File: config.mk
export PLATFORM = sky130hd
export DESIGN_NAME = freq_divider_mc
export DESIGN_NICKNAME = d
export VERILOG_FILES = /design/src/rtl/freq_divider_mc.sv
export SDC_FILE = /design/constraint.sdc
export NUM_CORES = 1
export LEC_CHECK = 0
export CORE_ASPECT_RATIO = 1.75
export CORE_MARGIN = 2
export CORE_UTILIZATION = 54
export CTS_CLUSTER_SIZE = 14
export DETAILED_ROUTE_END_ITERATION = 7
export PLACE_DENSITY = 0.75
export SLEW_MARGIN = 10
export SYNTH_ARGS = -nofsm -noshare
export SYNTH_HDL_FRONTEND = slang
export SYNTH_SLANG_ARGS = --single-unit
File: constraint.sdc
create_clock -name clk -period 3.6 [get_ports clk]
set_clock_uncertainty 0.15 [all_clocks]
set_input_delay 0.9 -clock clk [delete_from_list [all_inputs] [get_ports clk]]
set_output_delay 0.9 -clock clk [all_outputs]
set_load 0.03 [all_outputs]
File: src/rtl/freq_divider_mc.sv
// freq_divider_mc: multi-channel programmable event divider, one output event per N+1 input ticks
// Ports: clk; sta_user = synchronous active-high reset
//        tick_in/en/restart/mode = per-channel event strobe, enable, restart, output mode (1 = toggle)
//        div_wr/div_ch/div_val = write a new shadow N into one channel
//        pulse_out/level_out = per-channel boundary strobe and pulse/square level
//        div_active = active N per channel, channel k at [k*CW +: CW]
module freq_divider_mc #(
    parameter int NCH = 4,
    parameter int CW = 32,
    parameter int DEFAULT_DIV = 10
) (
    input  logic              clk,
    input  logic              sta_user,
    input  logic [NCH-1:0]    tick_in,
    input  logic [NCH-1:0]    en,
    input  logic [NCH-1:0]    restart,
    input  logic [NCH-1:0]    mode,
    input  logic              div_wr,
    input  logic [3:0]        div_ch,
    input  logic [CW-1:0]     div_val,
    output logic [NCH-1:0]    pulse_out,
    output logic [NCH-1:0]    level_out,
    output logic [NCH*CW-1:0] div_active
);
    localparam logic [CW-1:0] DEF = CW'(DEFAULT_DIV);
    for (genvar k = 0; k < NCH; k++) begin : g_ch
        logic [CW-1:0] cnt, shadow, active, shadow_nx;
        logic pulse, level, wr;
        assign wr = div_wr && div_ch == 4'(k);
        // a write landing in the same clk as a copy is forwarded, so the copy takes the new value
        assign shadow_nx = wr ? div_val : shadow;
        always_ff @(posedge clk) begin
            if (sta_user) begin
                cnt <= '0;
                shadow <= DEF;
                active <= DEF;
                pulse <= 1'b0;
                level <= 1'b0;
            end else begin
                shadow <= shadow_nx;
                if (restart[k]) begin
                    cnt <= '0;
                    pulse <= 1'b0;
                    level <= 1'b0;
                    active <= shadow_nx;
                end else if (!en[k]) begin
                    pulse <= 1'b0;
                    active <= shadow_nx;
                end else if (tick_in[k] && cnt >= active) begin
                    // >= so a divide value lowered below cnt wraps on the next tick
                    cnt <= '0;
                    pulse <= 1'b1;
                    level <= mode[k] ? ~level : 1'b1;
                    active <= shadow_nx;
                end else begin
                    cnt <= tick_in[k] ? cnt + 1'b1 : cnt;
                    pulse <= 1'b0;
                    level <= mode[k] & level;
                end
            end
        end
        assign pulse_out[k] = pulse;
        assign level_out[k] = level;
        assign div_active[k*CW +: CW] = active;
    end
endmodule

==> reports/metrics.yaml <==
place:
  place_area_um2: 21600
  dp_hpwl_mm: 40.6
  gp_congestion: 0.894
  port_buffers: 190
run_status:
  status: "complete, no violations"
power:
  report.power.total_mw: 9.16
  leakagePower_nw: 8.35
  irDropWorstVdd_mv: 0.313
  pwr_density_cell_nw_per_um2: 399
global_route:
  grt_antenna_before_repair: 0
  overflow: 0
  grt.total_usage_pct: 29.8
  first_global_vias: 17079
  maximum_number_of_pins_on_one_net_before_global_route_repair: 97
  grt_first_pass_wirelength_mm: 89.0
route:
  drt-pass1-iter-count: 5
  drt_wl_total_mm: 56.4
  detail_route.drc_violations: 0
  drt_iter0_drc: 1225
  avgRoutedWirePerCell_um: 19.3
  drt.antenna.violating_nets: 0
  num_vias: 17529
  detail_route.vias_per_cell: 6.00
clock_network:
  clock_latency_ps: 540
  cts_buffers: 38
  cts-resized-gates: 0
  cts_tree: "yes"
  clock-sinks: 392
  clock_tree.buffer_depth: 3
  clk_pin_slew_worst_paths_ps: 60
  cts.hold.buffers_added: 0
  cts-htree-levels: 2
  cts_root_buffer: "sky130_fd_sc_hd__clkbuf_16"
  cts_setup_buffers: 0
die:
  fp.coreArea_um2: 35200
  fp.dieArea_um2: 37100
  io_pins: 191
  die_y_um: 253
  placement_rows: 91
  die_x_um: 146
  initial_core_util_pct: 54.5
final_layout:
  finalInstanceArea_um2: 22900
  postLayoutCoreUtil_pct: 65.2
  mostFrequentLayoutCells: "sky130_fd_sc_hd__dfxtp_1 (392), sky130_fd_sc_hd__nand2_1 (275), sky130_fd_sc_hd__clkdlybuf4s50_1 (188)"
  share_of_layout_cells_above_drive_strength_1_pct: 6.48
  mostFrequentLayoutCell: "sky130_fd_sc_hd__dfxtp_1"
  num-nets-final: 2614
  area.growth.synth_to_final_pct: 19.6
synth:
  sequential_cell_area_fraction_in_the_yosys_report_pct: 40.9
  synthDistinctLibCells: 69
  netlist_area_um2: 19200
  syn_area_per_cell_um2: 8.41
  ys.flop_type: "sky130_fd_sc_hd__dfxtp_1"
  syn_inst: 2279
  synth-seq-cells: 392
  synth_async_sr_flop_share_pct: 0
  number_of_enable_flip_flop_cells_after_synthesis: 0
  yosysWarningCount: 0
  syn-num-nets: 2466
critical_path:
  worst_path_max_delay_cell: "sky130_fd_sc_hd__a211oi_4"
  cp.arrival_ps: 3440
  combined_buffer_and_inverter_count_along_the_critical_path: 2
  r2r_slack_ps: 400
  timing.setup.critical_path_class: "flip-flop to flip-flop"
  ff2ff_path_depth: 9
  path_max_fanout: 18
  crit_path_start_kind: "flip-flop"
  worst_path_most_repeated_cell: "sky130_fd_sc_hd__a32oi_1"
  cp.required_ps: 3840
  worst_r2r_dst: "g_ch[0].active[1]"
  path_cells: "inv_1, ha_1, nand2b_1, a2111o_1, a32oi_1, a21oi_1, a211oi_4, buf_4, a32oi_1"
  critical_path.endpoint_type: "flip-flop"
  critical_path.max_stage_delay_ps: 670
  path_delay_family: "compound AO/OA/AOI/OAI gates"
  r2r-start: "g_ch[0].cnt[0]"
sta:
  final_period_minus_worst_setup_slack_ps: 3200
  slew_viol_final: 0
  slew_headroom_pct: 38.2
  max_freq_ghz: 0.313
  grt_setup_unrepaired: "no"
  finalHoldWorstSlack_ps: 313
  timing.final.crit_share_pct: 88.9
  worst-slew-pin-transition_ps: 926
  final_setup_viols: 0
  timing_hold_violations_final: 0
  setup_tns_ps: 0
hold_path:
  hold_path_startpoint: "g_ch[2].shadow[24]"
  hold_path_class: "flip-flop to flip-flop"
  worstHoldPathCells: 2
  worstHoldEndpoint: "g_ch[2].shadow[24]"
flow_run:
  max_cap_violations: 0
## metrics by stage
stage,worst slack (ps),cells
floorplan,874,2279
global placement,326,2852
detailed placement,288,2852
CTS,407,2919
global route,149,2919
finish,401,2920
## worst register-to-register path, delay by kind of cell, from the launching register on
| kind | cells | cell delay, ps |
|---|---|---|
| AO/OA/AOI/OAI | 5 | 1620 |
| adder cells (fa/ha/maj) | 1 | 260 |
| buffers and inverters | 2 | 440 |
| flip-flops | 1 | 430 |
| AND/OR/NAND/NOR | 1 | 140 |
## flip-flops by register name, summed over array words and instances (netlist names)
| signal | count |
|---|---|
| g_ch.level | 4 |
| g_ch.pulse | 4 |
| g_ch.shadow | 128 |
| g_ch.cnt | 128 |
| g_ch.active | 128 |
## worst max path at each step
stage                        from            endpoint  slack [ps]  cells after the start
2_1_floorplan   g_ch[1].active[0]  g_ch[1].active[24]         870                      8
3_3_place_gp            div_ch[3]  g_ch[1].active[31]         330                      7
3_5_place_dp            div_ch[3]   g_ch[3].active[7]         290                      8
4_1_cts        g_ch[0].active[27]   g_ch[0].active[1]         410                      9
5_1_grt            g_ch[0].cnt[0]   g_ch[0].active[1]         150                      9
6_report           g_ch[0].cnt[0]   g_ch[0].active[1]         400                      9
## layout make-up
type	count	area [um2]
Inverter	156	586
Fill cell	2936	12200
Multi-Input combinational cell	1582	10200
Antenna cell	1	2.50
Sequential cell	392	7850
Clock inverter	16	185
Tap cell	465	582
Clock buffer	51	1100
Timing Repair Buffer	257	2470
## synthesized netlist by cell type (11+ instances only)
master                     number  share of area, %
sky130_fd_sc_hd__dfxtp_1      392                41
sky130_fd_sc_hd__nand2_1      275               5.4
sky130_fd_sc_hd__a21oi_1      175               4.6
sky130_fd_sc_hd__inv_1        156               3.1
sky130_fd_sc_hd__nor2_1       155               3.0
sky130_fd_sc_hd__nand3_1      153               4.0
sky130_fd_sc_hd__ha_1         132               8.6
sky130_fd_sc_hd__clkbuf_1     115               2.3
sky130_fd_sc_hd__a32o_1        93               4.9
sky130_fd_sc_hd__nor3_1        90               2.3
sky130_fd_sc_hd__xor2_1        66               3.0
sky130_fd_sc_hd__nand4_1       55               1.8
sky130_fd_sc_hd__xnor2_1       52               2.4
sky130_fd_sc_hd__o21ai_0       51               1.3
sky130_fd_sc_hd__or3_1         36               1.2
sky130_fd_sc_hd__nand3b_1      33               1.3
sky130_fd_sc_hd__nor2b_1       31               1.0
sky130_fd_sc_hd__a311oi_1      30               1.4
sky130_fd_sc_hd__and3_1        19              0.62
sky130_fd_sc_hd__and4_1        18              0.82
sky130_fd_sc_hd__buf_4         14              0.55
sky130_fd_sc_hd__and2_1        11              0.36
## cell families after synthesis
group                    Yosys count  synth area share [%]
buffers and inverters            305                  6.47
multiplexers                       2                 0.111
XOR/XNOR                         118                  5.39
adder cells (fa/ha/maj)          132                  8.61
AO/OA/AOI/OAI                    413                  15.1
AND/OR/NAND/NOR                  917                  23.4
flip-flops                       392                  40.9
## power breakdown
part | total [mW] | internal (mW) | switching [mW]
clock network | 4.17 | 2.44 | 1.73
registers | 4.40 | 4.37 | 0.0290
logic | 0.581 | 0.200 | 0.381
## layer usage
metal / GRT usage [%] / vias up / part of all wire (%)
met3: 4.20 / 192 / 5.3
met5: 0 / - / 0
met4: 20.2 / 0 / 7.5
li1: - / 8313 / -
met1: 33.2 / 8423 / 37
met2: 52.6 / 601 / 50
Note: power is estimated with default switching activity, not from simulation.
